## src/rtl/stopwatch_ctrl.sv

```systemverilog
// stopwatch_ctrl
//
// Control and timekeeping stage for the stopwatch. Turns the debounced button
// levels into single-cycle press events, runs an IDLE/RUN/PAUSE state machine,
// divides clk down to a 100 Hz tick while running and advances a mm:ss.cc BCD
// time counter.
//
// Optional feature: define STOPWATCH_LAP_EN to enable the lap (display freeze)
// function. Without it the lap input is unused and lap_active is tied to 0.
//
// Parameters:
//   TICK_DIV    clk cycles per hundredth of a second (>= 2)
//
// Ports:
//   clk         system clock
//   reset       synchronous, active-high reset
//   start_stop  debounced start/stop button level
//   clear       debounced clear button level
//   lap         debounced lap button level (only used with STOPWATCH_LAP_EN)
//   running     high while in RUN
//   digits      BCD time: [23:20] min tens, [19:16] min ones, [15:12] sec tens,
//               [11:8] sec ones, [7:4] centisec tens, [3:0] centisec ones
//   wrap        one-cycle pulse when the counter rolls over 59:59.99 -> 00:00.00
//   lap_active  high while the display is frozen on a lap value
module stopwatch_ctrl #(
    parameter int unsigned TICK_DIV = 1_000_000
) (
    input  logic        clk,
    input  logic        reset,
    input  logic        start_stop,
    input  logic        clear,
    input  logic        lap,
    output logic        running,
    output logic [23:0] digits,
    output logic        wrap,
    output logic        lap_active
);

    localparam int unsigned PresWidth = (TICK_DIV > 2) ? $clog2(TICK_DIV) : 1;
    localparam logic [PresWidth-1:0] PresLast = PresWidth'(TICK_DIV - 1);

    // Highest value of each BCD digit, least significant digit in [3:0].
    localparam logic [23:0] DigMax = 24'h595999;

    typedef enum logic [1:0] {
        StIdle,
        StRun,
        StPause
    } state_e;

    state_e                 state_q, state_d;
    logic [PresWidth-1:0]   pres_q, pres_d;
    logic [23:0]            cnt_q, cnt_d;
    logic                   wrap_q, wrap_d;
    logic                   ss_prev_q, clr_prev_q;

    logic                   ss_press;
    logic                   clr_press;
    logic                   do_clear;
    logic                   tick;
    logic                   carry;
    logic [3:0]             dig;

    // Previous-level registers reset to 1 so a button held through reset
    // does not register as a press once reset is released.
    assign ss_press  = start_stop & ~ss_prev_q;
    assign clr_press = clear & ~clr_prev_q;

    assign running = (state_q == StRun);
    assign tick    = (pres_q == PresLast) && (state_q == StRun);
    assign wrap    = wrap_q;

    // ------------------------------------------------------------------
    // State machine
    // ------------------------------------------------------------------
    always_comb begin
        state_d  = state_q;
        do_clear = 1'b0;
        unique case (state_q)
            StIdle: begin
                if (ss_press) begin
                    state_d = StRun;
                end
            end
            StRun: begin
                // Clear is ignored while running.
                if (ss_press) begin
                    state_d = StPause;
                end
            end
            StPause: begin
                // Clear has priority over start_stop when both arrive together.
                if (clr_press) begin
                    state_d  = StIdle;
                    do_clear = 1'b1;
                end else if (ss_press) begin
                    state_d = StRun;
                end
            end
            default: begin
                state_d = StIdle;
            end
        endcase
    end

    // ------------------------------------------------------------------
    // Prescaler: held outside RUN so a paused partial hundredth is kept.
    // ------------------------------------------------------------------
    always_comb begin
        pres_d = pres_q;
        if (do_clear) begin
            pres_d = '0;
        end else if (tick) begin
            pres_d = '0;
        end else if (state_q == StRun) begin
            pres_d = pres_q + PresWidth'(1);
        end
    end

    // ------------------------------------------------------------------
    // BCD time counter with a single-cycle ripple carry chain. The carry out
    // of the minutes-tens digit is the rollover indication.
    // ------------------------------------------------------------------
    always_comb begin
        cnt_d  = cnt_q;
        wrap_d = 1'b0;
        carry  = 1'b0;
        dig    = 4'd0;
        if (do_clear) begin
            cnt_d = '0;
        end else if (tick) begin
            carry = 1'b1;
            for (int i = 0; i < 6; i++) begin
                dig = cnt_q[4*i +: 4];
                if (carry) begin
                    if (dig == DigMax[4*i +: 4]) begin
                        cnt_d[4*i +: 4] = 4'd0;
                    end else begin
                        cnt_d[4*i +: 4] = dig + 4'd1;
                        carry           = 1'b0;
                    end
                end
            end
            wrap_d = carry;
        end
    end

    always_ff @(posedge clk) begin
        if (reset) begin
            state_q    <= StIdle;
            pres_q     <= '0;
            cnt_q      <= '0;
            wrap_q     <= 1'b0;
            ss_prev_q  <= 1'b1;
            clr_prev_q <= 1'b1;
        end else begin
            state_q    <= state_d;
            pres_q     <= pres_d;
            cnt_q      <= cnt_d;
            wrap_q     <= wrap_d;
            ss_prev_q  <= start_stop;
            clr_prev_q <= clear;
        end
    end

    // ------------------------------------------------------------------
    // Lap display freeze
    // ------------------------------------------------------------------
`ifdef STOPWATCH_LAP_EN
    logic        lap_prev_q;
    logic        lap_q, lap_d;
    logic [23:0] disp_q, disp_d;
    logic        lap_press;
    logic        lap_toggle;

    assign lap_press  = lap & ~lap_prev_q;
    // Lap presses only count once the stopwatch has been started.
    assign lap_toggle = lap_press && (state_q != StIdle);

    always_comb begin
        lap_d  = lap_q;
        disp_d = disp_q;
        if (do_clear) begin
            lap_d = 1'b0;
        end else if (lap_toggle) begin
            lap_d = ~lap_q;
            // Snapshot the counter as it stands at the press.
            if (!lap_q) begin
                disp_d = cnt_q;
            end
        end
    end

    always_ff @(posedge clk) begin
        if (reset) begin
            lap_prev_q <= 1'b1;
            lap_q      <= 1'b0;
            disp_q     <= '0;
        end else begin
            lap_prev_q <= lap;
            lap_q      <= lap_d;
            disp_q     <= disp_d;
        end
    end

    assign lap_active = lap_q;
    assign digits     = lap_q ? disp_q : cnt_q;
`else
    logic unused_lap;
    assign unused_lap = lap;

    assign lap_active = 1'b0;
    assign digits     = cnt_q;
`endif

endmodule

```

## config.mk

```make
export PLATFORM = sky130hd
export DESIGN_NAME = stopwatch_ctrl
export DESIGN_NICKNAME = d
export VERILOG_FILES = /design/src/rtl/stopwatch_ctrl.sv
export SDC_FILE = /design/constraint.sdc
export NUM_CORES = 1
export LEC_CHECK = 0
export CORE_MARGIN = 4
export CORE_UTILIZATION = 40
export CTS_CLUSTER_DIAMETER = 120
export DETAILED_ROUTE_END_ITERATION = 7
export GPL_TIMING_DRIVEN = 0
export PLACE_DENSITY = 0.61
export REMOVE_ABC_BUFFERS = 1
export SLEW_MARGIN = 0
export SYNTH_ARGS = -nofsm -noshare
export SYNTH_HDL_FRONTEND = slang
export SYNTH_SLANG_ARGS = --single-unit
```

## constraint.sdc

```tcl
create_clock -name clk -period 3.2 [get_ports clk]
set_input_delay 0.64 -clock clk [delete_from_list [all_inputs] [get_ports clk]]
set_output_delay 0.64 -clock clk [all_outputs]
set_load 0.02 [all_outputs]
```

Word-level counts from Yosys, hierarchy flattened

Cells that the tools add are included.

$add $sub $neg: 7
Equality and inequality tests: 10
Muxes and demuxes: 32
Bitwise logic cells: 6
Reductions and logical operators: 10

Operators with widths:

| cell                  | number |
|---|---|
| $add 4x1->4 const B   | 6 |
| $mux 4                | 6 |
| $mux 1                | 22 |
| $add 20x1->20 const B | 1 |
| $eq 20x20->1 const B  | 1 |
| $eq 4x4->1 const B    | 4 |
| $reduce_and 2->1      | 5 |
| $eq 4x3->1 const B    | 2 |
| $mux 2                | 3 |
| $pmux 2 s3            | 1 |
| $not 1->1             | 4 |
| $reduce_or 4->1       | 1 |
| $reduce_or 3->1       | 1 |
| $and 1x1->1           | 2 |
| $eq 2x1->1 const B    | 1 |
| $eq 2x2->1 const B    | 1 |
| $logic_not 2->1       | 1 |
| $ne 2x1->1 const B    | 1 |
| $reduce_or 2->1       | 1 |
| $logic_and 1x1->1     | 1 |

Flip-flop bits (word level): 49

Longest topological paths before layout

Depth in word-level cells: 19
Mapped depth: 7
Mapped depth without buffers: 6

Worst setup path before layout

No wires, ideal clock.

Kind: reg-to-reg
Start: register pres_q[11]
End: register cnt_q[17], in the netlist digits[17]
Library setup time: 70 ps
Data arrival time: 2,310 ps
Path slack: 820 ps
Stages on the path, launching flop included: 6
Buffers on the path: 0
Clock period less this slack: 2,380 ps
Cells stage by stage: dfxtp_1 > or4b_1 > or4_1 > or4_4 > or3_1 > a21oi_1

Cells in the longest elaborated chain, start to end: 3

Ends and longest elaborated chain:

| element                    | line | source |
|---|---|---|
| from (decl)                | 52   | `logic [PresWidth-1:0] pres_q, pres_d;` |
| from (signal assigned)     | 158  | `pres_q <= pres_d;` |
| $eq 20x20->1               | 70   | `assign tick = (pres_q == PresLast) && (state_q == StRun);` |
| $logic_and 1x1->1          | 70   |  |
| $reduce_and 2->1 (no line) | --   |  |
| to (signal assigned)       | 159  | `cnt_q <= cnt_d;` |
| to (decl)                  | 53   | `logic [23:0] cnt_q, cnt_d;` |

No other way between the ends.
A chain may end at the register's enable or synchronous reset.

Worst setup path in the final report

Start: register pres_q[11]
End: register cnt_q[21], in the netlist digits[21]

The elaborated chain is that of the path after synthesis.

==> flow_summary.ini <==
[outcome]
status = finished, final reports clean

[place]
gp_congestion = 0.733
port_buffers = 29
post-dp-hpwl_mm = 3.35

[synthesis]
synth_area_per_cell_um2 = 8.46
ys_warn_count = 0
yosysUniqueCellTypes = 40
synth_area_leaders = dfxtp_1, xor2_1, nor2_1, a21oi_1, xnor2_1
synth_top_area_share = 0.422
syn_inst = 275
syn_area_mm2 = 0.00233
synth-seq-area-share = 0.422
yosysTopAreaCell = dfxtp_1
ys_ff_latch = 49

[cells_and_area]
final_layout_size_suffix_gt1_frac = 0.0464
finish.utilization = 0.499
fill_cells = 549
nNetsFinal = 308
area_growth_pct = 19.6
diodes = 0

[routing]
wl_per_cell_um = 12.6
ant_nets = 0
wirelength_mm = 4.70
via_per_inst = 5.30
dr.pass1.iters = 4
drc = 0
drt_iter0_drc = 118
via_count = 1981

[clock_tree]
htreeDepth = 2
clkLatencyLatePin_ps = 290
root_buffer = clkbuf_8
cts_made_buffers = 5
clockBufferDepth = 2
path_clk_slew_ps = 80
hold_buffers = 0
cts_tree = done
clock-sinks = 49
cts_setup_buffers = 0

[power_and_ir_drop]
leakagePower_uw = 0.000908
powerDensity_mw_per_mm2 = 364
fin_total_pwr_uw = 1010
peakVddDrop_v = 0.000205

[sta]
setup-violations-final = 0
whs_ps = 494
finalSetupTns_ps = 0
clock.fmax_mhz = 363
maxSlewViolCount = 0
fin_skew_ps = 6.76
layout_min_cycle_time_ps = 2750
hold_violations = 0
max_slew_margin = 0.461
post-route-period-util = 0.860
worstMarginPinSlew_ps = 808
rsz0062_at_grt = no

[worst_setup_path]
crit_family = simple AND/OR/NAND/NOR gates
crit_chain = or4b_1, nor4_4, nand3_1, or4_1, a21oi_1
crit_buf_inv = 0
max_stage_delay_ps = 630
critical_path_class = reg -> reg
arrival_ps = 2970
crit_path_top_delay_cell = nor4_4
cp-start-kind = flop
crit_cells = 5
path_max_fanout = 12
critPathCaptureType = flop
crit_required_ps = 3420
r2r_cells = 5

[floorplanning]
pin_count = 32
die_w_um = 84.3
core_area_mm2 = 0.00557
die_area_mm2 = 0.00710
rows = 27
initial_utilization = 0.417
die_h_um = 84.3

[worst_hold_path]
min_path_cells = 2
hold_path_class = reg -> reg

[global_route]
grt_pass1_vias = 1753
grt_pass1_wl_mm = 7.95
track_usage = 0.132
grt_max_degree = 25
grt_overflow_total = 0
antenna_found_initial = 0

[flow_run]
maxCapViolations = 0
[logic make-up (layout without fill, tap and decap cells)]
| group | count (synthesis) | in the layout | share of synthesized area |
|---|---|---|---|
| other | 1 | 1 | 0.00161 |
| adders and majority gates | 1 | 1 | 0.00538 |
| buffers and inverters | 17 | 44 | 0.0296 |
| muxes | 2 | 2 | 0.00861 |
| and+or+nand+nor | 141 | 141 | 0.343 |
| DFF | 49 | 49 | 0.422 |
| AOI/OAI and AO/OA | 39 | 39 | 0.0963 |
| xor gates and xnor gates | 25 | 25 | 0.0941 |
[synthesized netlist by cell type, drive strengths merged]
library cell  number
xnor2             10
nor3               4
clkbuf             8
and4               2
dfxtp             49
a21bo              1
nor4               2
o31ai              5
a211o              1
o21ai              8
or4b               2
nand2b             2
nand4bb            1
mux2i              2
buf                2
nand4b             3
conb               1
ha                 1
nor4bb             3
xor2              15
nand4             13
and4b              1
nand2             22
or3                4
a31oi              2
a21oi             20
or4                7
and3               7
nand3b             6
nor2b             12
or3b               1
nand3             11
inv                7
nor2              31
or2                2
nor3b              3
and2               2
a21o               2
[flip-flops by register name (all words and copies together), names as in the netlist]
register and cells:
clr_prev_q 1, digits 24, pres_q 20, ss_prev_q 1, state_q 2, wrap 1
[cell type report]
class	count	area, µm²	area share
multi-input cells	209	1300	0.466
flip-flops and latches	49	981	0.353
repair buffers	30	302	0.108
inverters	7	26.3	0.00945
well taps	72	90.1	0.0324
clock buffers	7	86.3	0.0310
[stage by stage]
step | area, µm² | worst slack, ps | std cells
after floorplan | 2280 | 234 | 265
after global routing | 2780 | 253 | 374
after CTS | 2770 | 160 | 374
after detailed placement | 2690 | 181 | 367
final | 2780 | 447 | 374
after global placement | 2660 | -469 | 366
[timing repair]
item,CTS,global route
endpoints found under the hold margin,0,0
gates resized for setup,0,1
setup endpoints to repair,0,3
[worst min-delay path, cell delays in order (launching register included)]
cell and delay (ps):
dfxtp_1 330, o31ai_1 70, a21oi_1 50
[routing by layer]
layer / GRT usage / part of all wire
met4: 0.0307 / 0.0077
met5: 0 / 0
met1: 0.172 / 0.50
met2: 0.220 / 0.45
met3: 0.0324 / 0.039
[placed cells by master, fill, tap and decap left out, types with 4 or more instances in the layout]
| master | Yosys | layout |
|---|---|---|
| clkdlybuf4s50_1 | 0 | 29 |
| and3_1 | 7 | 7 |
| or4_1 | 6 | 6 |
| xnor2_1 | 10 | 10 |
| a21oi_1 | 20 | 20 |
| nand2_1 | 22 | 22 |
| o21ai_0 | 8 | 8 |
| nand3b_1 | 6 | 6 |
| inv_1 | 7 | 7 |
| xor2_1 | 15 | 15 |
| o31ai_1 | 5 | 5 |
| nand3_1 | 11 | 11 |
| nand4_1 | 13 | 13 |
| nor2b_1 | 12 | 12 |
| nor2_1 | 31 | 31 |
| clkbuf_8 | 0 | 6 |
| dfxtp_1 | 49 | 49 |
| or3_1 | 4 | 4 |
[where the power goes]
group | switching [µW] | internal, µW | leakage [µW]
sequential | 3.92 | 614 | 0.000395
combinational | 21.2 | 13.8 | 0.000469
clock | 189 | 172 | 0.0000443
[final timing paths]
| check | from | endpoint | slack [ps] |
|---|---|---|---|
| min reg2reg | digits[16]$_SDFFE_PP0P_ | digits[16]$_SDFFE_PP0P_ | 490 |
| max | pres_q[11]$_SDFFE_PP0P_ | digits[21]$_SDFFE_PP0P_ | 450 |
| max reg2reg | pres_q[11]$_SDFFE_PP0P_ | digits[21]$_SDFFE_PP0P_ | 450 |
| min | digits[16]$_SDFFE_PP0P_ | digits[16]$_SDFFE_PP0P_ | 490 |
No activity file was read; power rests on OpenSTA's default activity.
